$ cat src/rtl/sysbus_pkg.sv
// sysbus_pkg: shared definitions for the two-master system bus arbiter.
//   SB_ADR_W / SB_DAT_W : hard-IP system bus address and data widths
//   state_t             : arbiter FSM encoding (ST_IDLE / ST_XFER / ST_DONE)
package sysbus_pkg;

    localparam int SB_ADR_W = 8;
    localparam int SB_DAT_W = 8;

    typedef enum logic [1:0] {
        ST_IDLE = 2'd0,
        ST_XFER = 2'd1,
        ST_DONE = 2'd2
    } state_t;

endpackage

$ cat src/rtl/sysbus_rr2.sv
// sysbus_rr2: combinational 2-way round-robin picker.
//   reqs       in  2  request lines, bit i = master i
//   last_grant in  1  index of the master served most recently
//   grant      out 1  index of the winning master (meaningful when valid)
//   valid      out 1  at least one request is present
module sysbus_rr2 (
    input  logic [1:0] reqs,
    input  logic       last_grant,
    output logic       grant,
    output logic       valid
);

    always_comb begin
        valid = |reqs;
        grant = 1'b0;
        case (reqs)
            2'b01:   grant = 1'b0;
            2'b10:   grant = 1'b1;
            // Contention: whoever was not served last time goes first.
            2'b11:   grant = ~last_grant;
            default: grant = 1'b0;
        endcase
    end

endmodule

$ cat src/rtl/sysbus_arbiter.sv
// sysbus_arbiter: two-master round-robin arbiter for the iCE40 hard-IP
// system bus. One transfer per grant, all bus-side and ack outputs registered.
// Optional feature macro: SBARB_TIMEOUT_EN (forced completion after TIMEOUT
// XFER cycles without sb_ack, sticky to_err flag cleared by to_clr).
// Ports:
//   clk, rst_n                      clock, asynchronous active-low reset
//   m0_stb/we/adr/dati -> m0_ack/dato   master 0 request / completion
//   m1_stb/we/adr/dati -> m1_ack/dato   master 1 request / completion
//   sb_stb/rw/adr/dato -> sb_ack/dati   hard-IP system bus
//   busy                            transfer in progress (state != IDLE)
//   to_err, to_clr                  sticky timeout flag and its clear
// Handshake: a master holds mX_stb (and its qualifiers) high until it sees
// mX_ack, a single-cycle pulse; mX_dato is valid with the ack and held until
// that master's next completion. On the bus side sb_stb is held with stable
// sb_rw/sb_adr/sb_dato until sb_ack is sampled high.
module sysbus_arbiter
    import sysbus_pkg::*;
#(
    parameter int                  TIMEOUT = 255,
    parameter logic [SB_DAT_W-1:0] TO_DATA = 8'hFF
) (
    input  logic                clk,
    input  logic                rst_n,
    input  logic                m0_stb,
    input  logic                m0_we,
    input  logic [SB_ADR_W-1:0] m0_adr,
    input  logic [SB_DAT_W-1:0] m0_dati,
    output logic                m0_ack,
    output logic [SB_DAT_W-1:0] m0_dato,
    input  logic                m1_stb,
    input  logic                m1_we,
    input  logic [SB_ADR_W-1:0] m1_adr,
    input  logic [SB_DAT_W-1:0] m1_dati,
    output logic                m1_ack,
    output logic [SB_DAT_W-1:0] m1_dato,
    output logic                sb_stb,
    output logic                sb_rw,
    output logic [SB_ADR_W-1:0] sb_adr,
    output logic [SB_DAT_W-1:0] sb_dato,
    input  logic                sb_ack,
    input  logic [SB_DAT_W-1:0] sb_dati,
    output logic                busy,
    output logic                to_err,
    input  logic                to_clr
);

    state_t              state, state_nxt;
    logic                grant, grant_nxt;
    logic                last_grant, last_grant_nxt;
    logic                sb_stb_nxt, sb_rw_nxt;
    logic [SB_ADR_W-1:0] sb_adr_nxt;
    logic [SB_DAT_W-1:0] sb_dato_nxt;
    logic                m0_ack_nxt, m1_ack_nxt;
    logic [SB_DAT_W-1:0] m0_dato_nxt, m1_dato_nxt;
    logic                to_err_nxt;
    logic                fin;
    logic [SB_DAT_W-1:0] rdata;
    logic                pick, pick_valid;

`ifdef SBARB_TIMEOUT_EN
    localparam int                CNT_W   = $clog2(TIMEOUT + 1);
    localparam logic [CNT_W-1:0]  TO_LAST = CNT_W'(TIMEOUT - 1);
    logic [CNT_W-1:0] to_cnt, to_cnt_nxt;
`else
    logic unused_cfg;
    assign unused_cfg = ^{to_clr, TO_DATA, TIMEOUT[0]};
`endif

    sysbus_rr2 u_rr2 (
        .reqs       ({m1_stb, m0_stb}),
        .last_grant (last_grant),
        .grant      (pick),
        .valid      (pick_valid)
    );

    assign busy = (state != ST_IDLE);

    always_comb begin
        state_nxt      = state;
        grant_nxt      = grant;
        last_grant_nxt = last_grant;
        sb_stb_nxt     = sb_stb;
        sb_rw_nxt      = sb_rw;
        sb_adr_nxt     = sb_adr;
        sb_dato_nxt    = sb_dato;
        m0_ack_nxt     = 1'b0;
        m1_ack_nxt     = 1'b0;
        m0_dato_nxt    = m0_dato;
        m1_dato_nxt    = m1_dato;
        fin            = 1'b0;
        rdata          = sb_dati;
`ifdef SBARB_TIMEOUT_EN
        to_cnt_nxt     = to_cnt;
        to_err_nxt     = to_err & ~to_clr;
`else
        to_err_nxt     = 1'b0;
`endif

        case (state)
            ST_IDLE: begin
                if (pick_valid) begin
                    state_nxt   = ST_XFER;
                    grant_nxt   = pick;
                    sb_stb_nxt  = 1'b1;
                    sb_rw_nxt   = pick ? m1_we   : m0_we;
                    sb_adr_nxt  = pick ? m1_adr  : m0_adr;
                    sb_dato_nxt = pick ? m1_dati : m0_dati;
`ifdef SBARB_TIMEOUT_EN
                    to_cnt_nxt  = '0;
`endif
                end
            end
            ST_XFER: begin
                fin = sb_ack;
`ifdef SBARB_TIMEOUT_EN
                // A real ack on the terminal-count cycle is a normal completion.
                if (!sb_ack) begin
                    if (to_cnt == TO_LAST) begin
                        fin        = 1'b1;
                        rdata      = TO_DATA;
                        to_err_nxt = 1'b1;
                    end else begin
                        to_cnt_nxt = to_cnt + 1'b1;
                    end
                end
`endif
                if (fin) begin
                    state_nxt      = ST_DONE;
                    sb_stb_nxt     = 1'b0;
                    last_grant_nxt = grant;
                    if (grant) m1_ack_nxt = 1'b1;
                    else       m0_ack_nxt = 1'b1;
                    // Writes leave the requester's read-data register alone.
                    if (!sb_rw) begin
                        if (grant) m1_dato_nxt = rdata;
                        else       m0_dato_nxt = rdata;
                    end
                end
            end
            ST_DONE: begin
                state_nxt = ST_IDLE;
            end
            default: begin
                state_nxt  = ST_IDLE;
                sb_stb_nxt = 1'b0;
            end
        endcase
    end

    always_ff @(posedge clk or negedge rst_n) begin
        if (!rst_n) begin
            state      <= ST_IDLE;
            grant      <= 1'b0;
            last_grant <= 1'b1;
            sb_stb     <= 1'b0;
            sb_rw      <= 1'b0;
            sb_adr     <= '0;
            sb_dato    <= '0;
            m0_ack     <= 1'b0;
            m1_ack     <= 1'b0;
            m0_dato    <= '0;
            m1_dato    <= '0;
            to_err     <= 1'b0;
        end else begin
            state      <= state_nxt;
            grant      <= grant_nxt;
            last_grant <= last_grant_nxt;
            sb_stb     <= sb_stb_nxt;
            sb_rw      <= sb_rw_nxt;
            sb_adr     <= sb_adr_nxt;
            sb_dato    <= sb_dato_nxt;
            m0_ack     <= m0_ack_nxt;
            m1_ack     <= m1_ack_nxt;
            m0_dato    <= m0_dato_nxt;
            m1_dato    <= m1_dato_nxt;
            to_err     <= to_err_nxt;
        end
    end

`ifdef SBARB_TIMEOUT_EN
    always_ff @(posedge clk or negedge rst_n) begin
        if (!rst_n) to_cnt <= '0;
        else        to_cnt <= to_cnt_nxt;
    end
`endif

endmodule

$ cat config.mk
export PLATFORM = sky130hd
export DESIGN_NAME = sysbus_arbiter
export DESIGN_NICKNAME = d
export VERILOG_FILES = /design/src/rtl/sysbus_pkg.sv /design/src/rtl/sysbus_rr2.sv /design/src/rtl/sysbus_arbiter.sv
export SDC_FILE = /design/constraint.sdc
export NUM_CORES = 1
export LEC_CHECK = 0
export CAP_MARGIN = 20
export CORE_ASPECT_RATIO = 2
export CORE_MARGIN = 2
export CORE_UTILIZATION = 41
export CTS_CLUSTER_DIAMETER = 200
export DETAILED_ROUTE_END_ITERATION = 8
export PLACE_DENSITY = 0.8
export SLEW_MARGIN = 40
export SYNTH_ARGS = -nofsm -noshare
export SYNTH_HDL_FRONTEND = slang
export SYNTH_SLANG_ARGS = --single-unit
$ cat constraint.sdc
create_clock -name clk -period 1.95 [get_ports clk]
set_input_delay 0.195 -clock clk [delete_from_list [all_inputs] [get_ports clk]]
set_output_delay 0.195 -clock clk [all_outputs]
set_load 0.02 [all_outputs]
==> metrics.md <==
| Metric | Value |
|---|---|
| Crit end category | output port |
| Clock Skew | 0.004994 ns |
| Buffers on Ports | 83 |
| CP Max Fanout | 4 |
| Max_cap viols | 0 |
| DRT Pass-1 Iters | 4 |
| Fin Hold WS | 0.4010 ns |
| Gr ovfl total | 0 |
| Num ports | 86 |
| Synth async-reset ratio | 100.0% |
| Ys flop type | dfrtp_1 |
| Clock power share | ~15% |
| Die Footprint | 5047 um^2 |
| Slowest-stage cell, CP | clkdlybuf4s50_1 |
| Clock-pin transition on the worst setup and hold timing paths | 0.08 ns |
| Period Utilization, post-route | 91.25% |
| Cell Int Power | 0.002922 W |
| Final setup viols | 0 |
| Initial DRC count | 7 |
| Fin crit period | 1.779 ns |
| CP cell instances | or2_4, clkdlybuf4s50_1 |
| Post-layout utilization of the core | 65.02% |
| Multi-input logic area | around 760 um^2 |
| Sw power | around 0.0015 W |
| RSZ-0062 raised after global routing | no |
| Via count | 1262 |
| GRT Resource Usage Total | 18.29% |
| Largest net degree at the start of global routing | between 40 and 50 |
| Via density | 4.911 |
| Total power | 0.004434 W |
| Flop pwr share | 33.4% |
| Hold Buf Count CTS | 1 |
| Worst Path Required | around 1.8 ns |
| Hold Vio Cnt, Final | 0 |
| Drt total wl | slightly above 4000 um |
| Post-CTS Setup Bufs | 0 |
| Clock Tree Root | clkbuf_8 |
| Total CTS buffers | 5 |
| FF/Latch Area | 1002 um^2 |
| Dpl cells | 248 |
| Seq/Total Area, Yosys | 54.75% |
| Worst Path Arrival | 1.58 ns |
| Leakage | 1.238 nW |
| Vias in the first global route | 1444 |
| Yosys top cell by area | dfrtp_1 |
| Post-DP HPWL | 3240 um |
| Flops & latches, synth | 40 |
| Ratio of cells with drive above 1 in the final layout | 32.51% |
| Crit Path Category | reg -> out |
| Mapped Cells | 113 |
| Status | complete, no violations |
| CTS tree | yes |
| Fmax | 562.0 MHz |
| Post-Syn Area | 1831 um^2 |
| Filler instances | 358 |
| Post-synth cell types | 22 |
| Number of synthesized flops with an enable pin | 0 |
| Top-area cell type share of the netlist area | 53.32% |
| WL/cell | 16.00 um |
| Rows | 34 |
| Initial Utilization | 42.19% |
| Worst hold path class | in -> async |
| Setup tns final | 0 ns |
| Inserted Diodes | 0 |
| Core area | 4339 um^2 |
| Post-Syn Area per Cell | between 15 and 20 um^2 |
| Placer Congestion | 0.6851 |
| Ys Warns | 0 |
| Clock Latency Late Sink | 0.29 ns |
| Final ANT Viol Nets | 0 |
| Area grow syn2layout | 54.14% |
| Die height | between 90 and 100 um |
| Initial antenna violation count | 0 |
| First-pass GRT wire length | 6858 um |
| Max VDD drop | 1133 uV |
| Post-cts repair resize count | 0 |
| Remaining DRCs | 0 |
| Top cells by area, synth | dfrtp_1, mux2_2, mux2_4 |
| Crit-path max cell delay | 0.55 ns |
| Pwr per Cell Area | 1572 nW/um^2 |
| Slew Viols, Final | 0 |
| Switching Fraction | 34.10% |
| Crit start category | flop |
| Logic gate share of total power | 51.7% |
| Number of H-tree levels | 2 |
| CTS max path bufs | 2 |
| Non-Filler Instances | 257 |
| Clock Sinks | 40 |
| Synth Net Count | 161 |
| Die width | 51.25 um |
| Post-layout nets | 250 |
==> per-stage QoR <==
stage	setup WS [ns]	area (um^2)
CTS	0.1500	2821
global route	0.1306	2821
detailed placement	0.1063	2704
finish	0.1705	2821
global placement	0.1579	2701
floorplan	0.4047	1831
==> cell families after synthesis <==
logic type      count (synthesis)  synth area share, %
buf+inv                         7                3.554
simple gates                    9                4.512
compound gates                  5                1.983
other cells                     1               0.2049
flops                          40                54.75
mux                            51                35.00
==> synthesized netlist by cell type (2+ instances only) <==
master / n
buf_4: 2
buf_6: 2
dfrtp_1: 39
inv_1: 2
mux2_2: 32
mux2_4: 18
nor2_1: 3
==> worst max-delay path: cells and delay by family (launching register included) <==
family	cells	cell delay, ns
buffers and inverters	1	0.55
DFF	1	0.44
and+or+nand+nor	1	0.31
==> layout make-up <==
type	instances	share of cell area [%]
multi-input cells	66	27.05
repair buffers	87	30.95
clock inverters	2	1.242
well taps	54	2.395
flip-flops and latches	40	35.52
inverters	2	0.2661
clock buffers	6	2.572
==> sequential cells by signal (all words and copies together) (netlist names) <==
register / cells
m1_dato: 8
sb_rw: 1
last_grant: 1
m0_ack: 1
state: 2
m1_ack: 1
sb_dato: 8
grant: 1
sb_adr: 8
sb_stb: 1
m0_dato: 8
==> power groups by stage <==
stage / Sequential [W] / Combinational [W] / Clock (W)
3_5_place_dp: 0.00150 / 0.00232 / 0
6_report: 0.00148 / 0.00229 / 0.000663
4_1_cts: 0.00149 / 0.00233 / 0.000688
2_1_floorplan: 0.00193 / 0.000850 / 0
5_1_grt: 0.00154 / 0.00241 / 0.000717
3_3_place_gp: 0.00147 / 0.00227 / 0
==> metal layers <==
layer  up-vias  share of wire, %  GRT usage [%]
li1        574                 -              -
met4         0               2.9          9.312
met2        55                60          34.47
met3        10               6.1          5.152
met5         -                 0              0
met1       623                31          16.84
==> layout by cell type, fill, tap and decap left out <==
cell type	instances
a21bo_1	1
a21o_1	1
buf_12	1
buf_4	3
bufinv_16	1
clkbuf_1	1
clkbuf_8	5
clkdlybuf4s50_1	82
clkinv_2	1
conb_1	1
dfrtp_1	39
dfstp_2	1
dlygate4sd3_1	1
inv_1	2
mux2_2	32
mux2_4	18
mux2i_1	1
nand2b_1	1
nand3b_4	1
nor2_1	3
nor2_8	1
nor3_2	1
o21a_1	1
o21ai_0	1
o22ai_1	1
or2_4	1
or3_1	1
==> worst paths after layout <==
path                                             start  cells past startpoint  slack (ns)                     end
min in group clk                     grant$_DFFE_PN0P_                      1        0.48        m0_ack$_DFF_PN0_
worst max-delay path              state[0]$_DFFE_PN0P_                      2        0.17                    busy
worst min register to register       grant$_DFFE_PN0P_                      1        0.48        m0_ack$_DFF_PN0_
worst min-delay path                             rst_n                      2        0.40   sb_adr[4]$_DFFE_PN0P_
max in group asynchronous                        rst_n                      2        1.19  last_grant$_DFFE_PN1P_
worst max register to register  last_grant$_DFFE_PN1P_                      4        0.34  sb_dato[1]$_DFFE_PN0P_
Note: power is estimated with default switching activity, not from simulation.
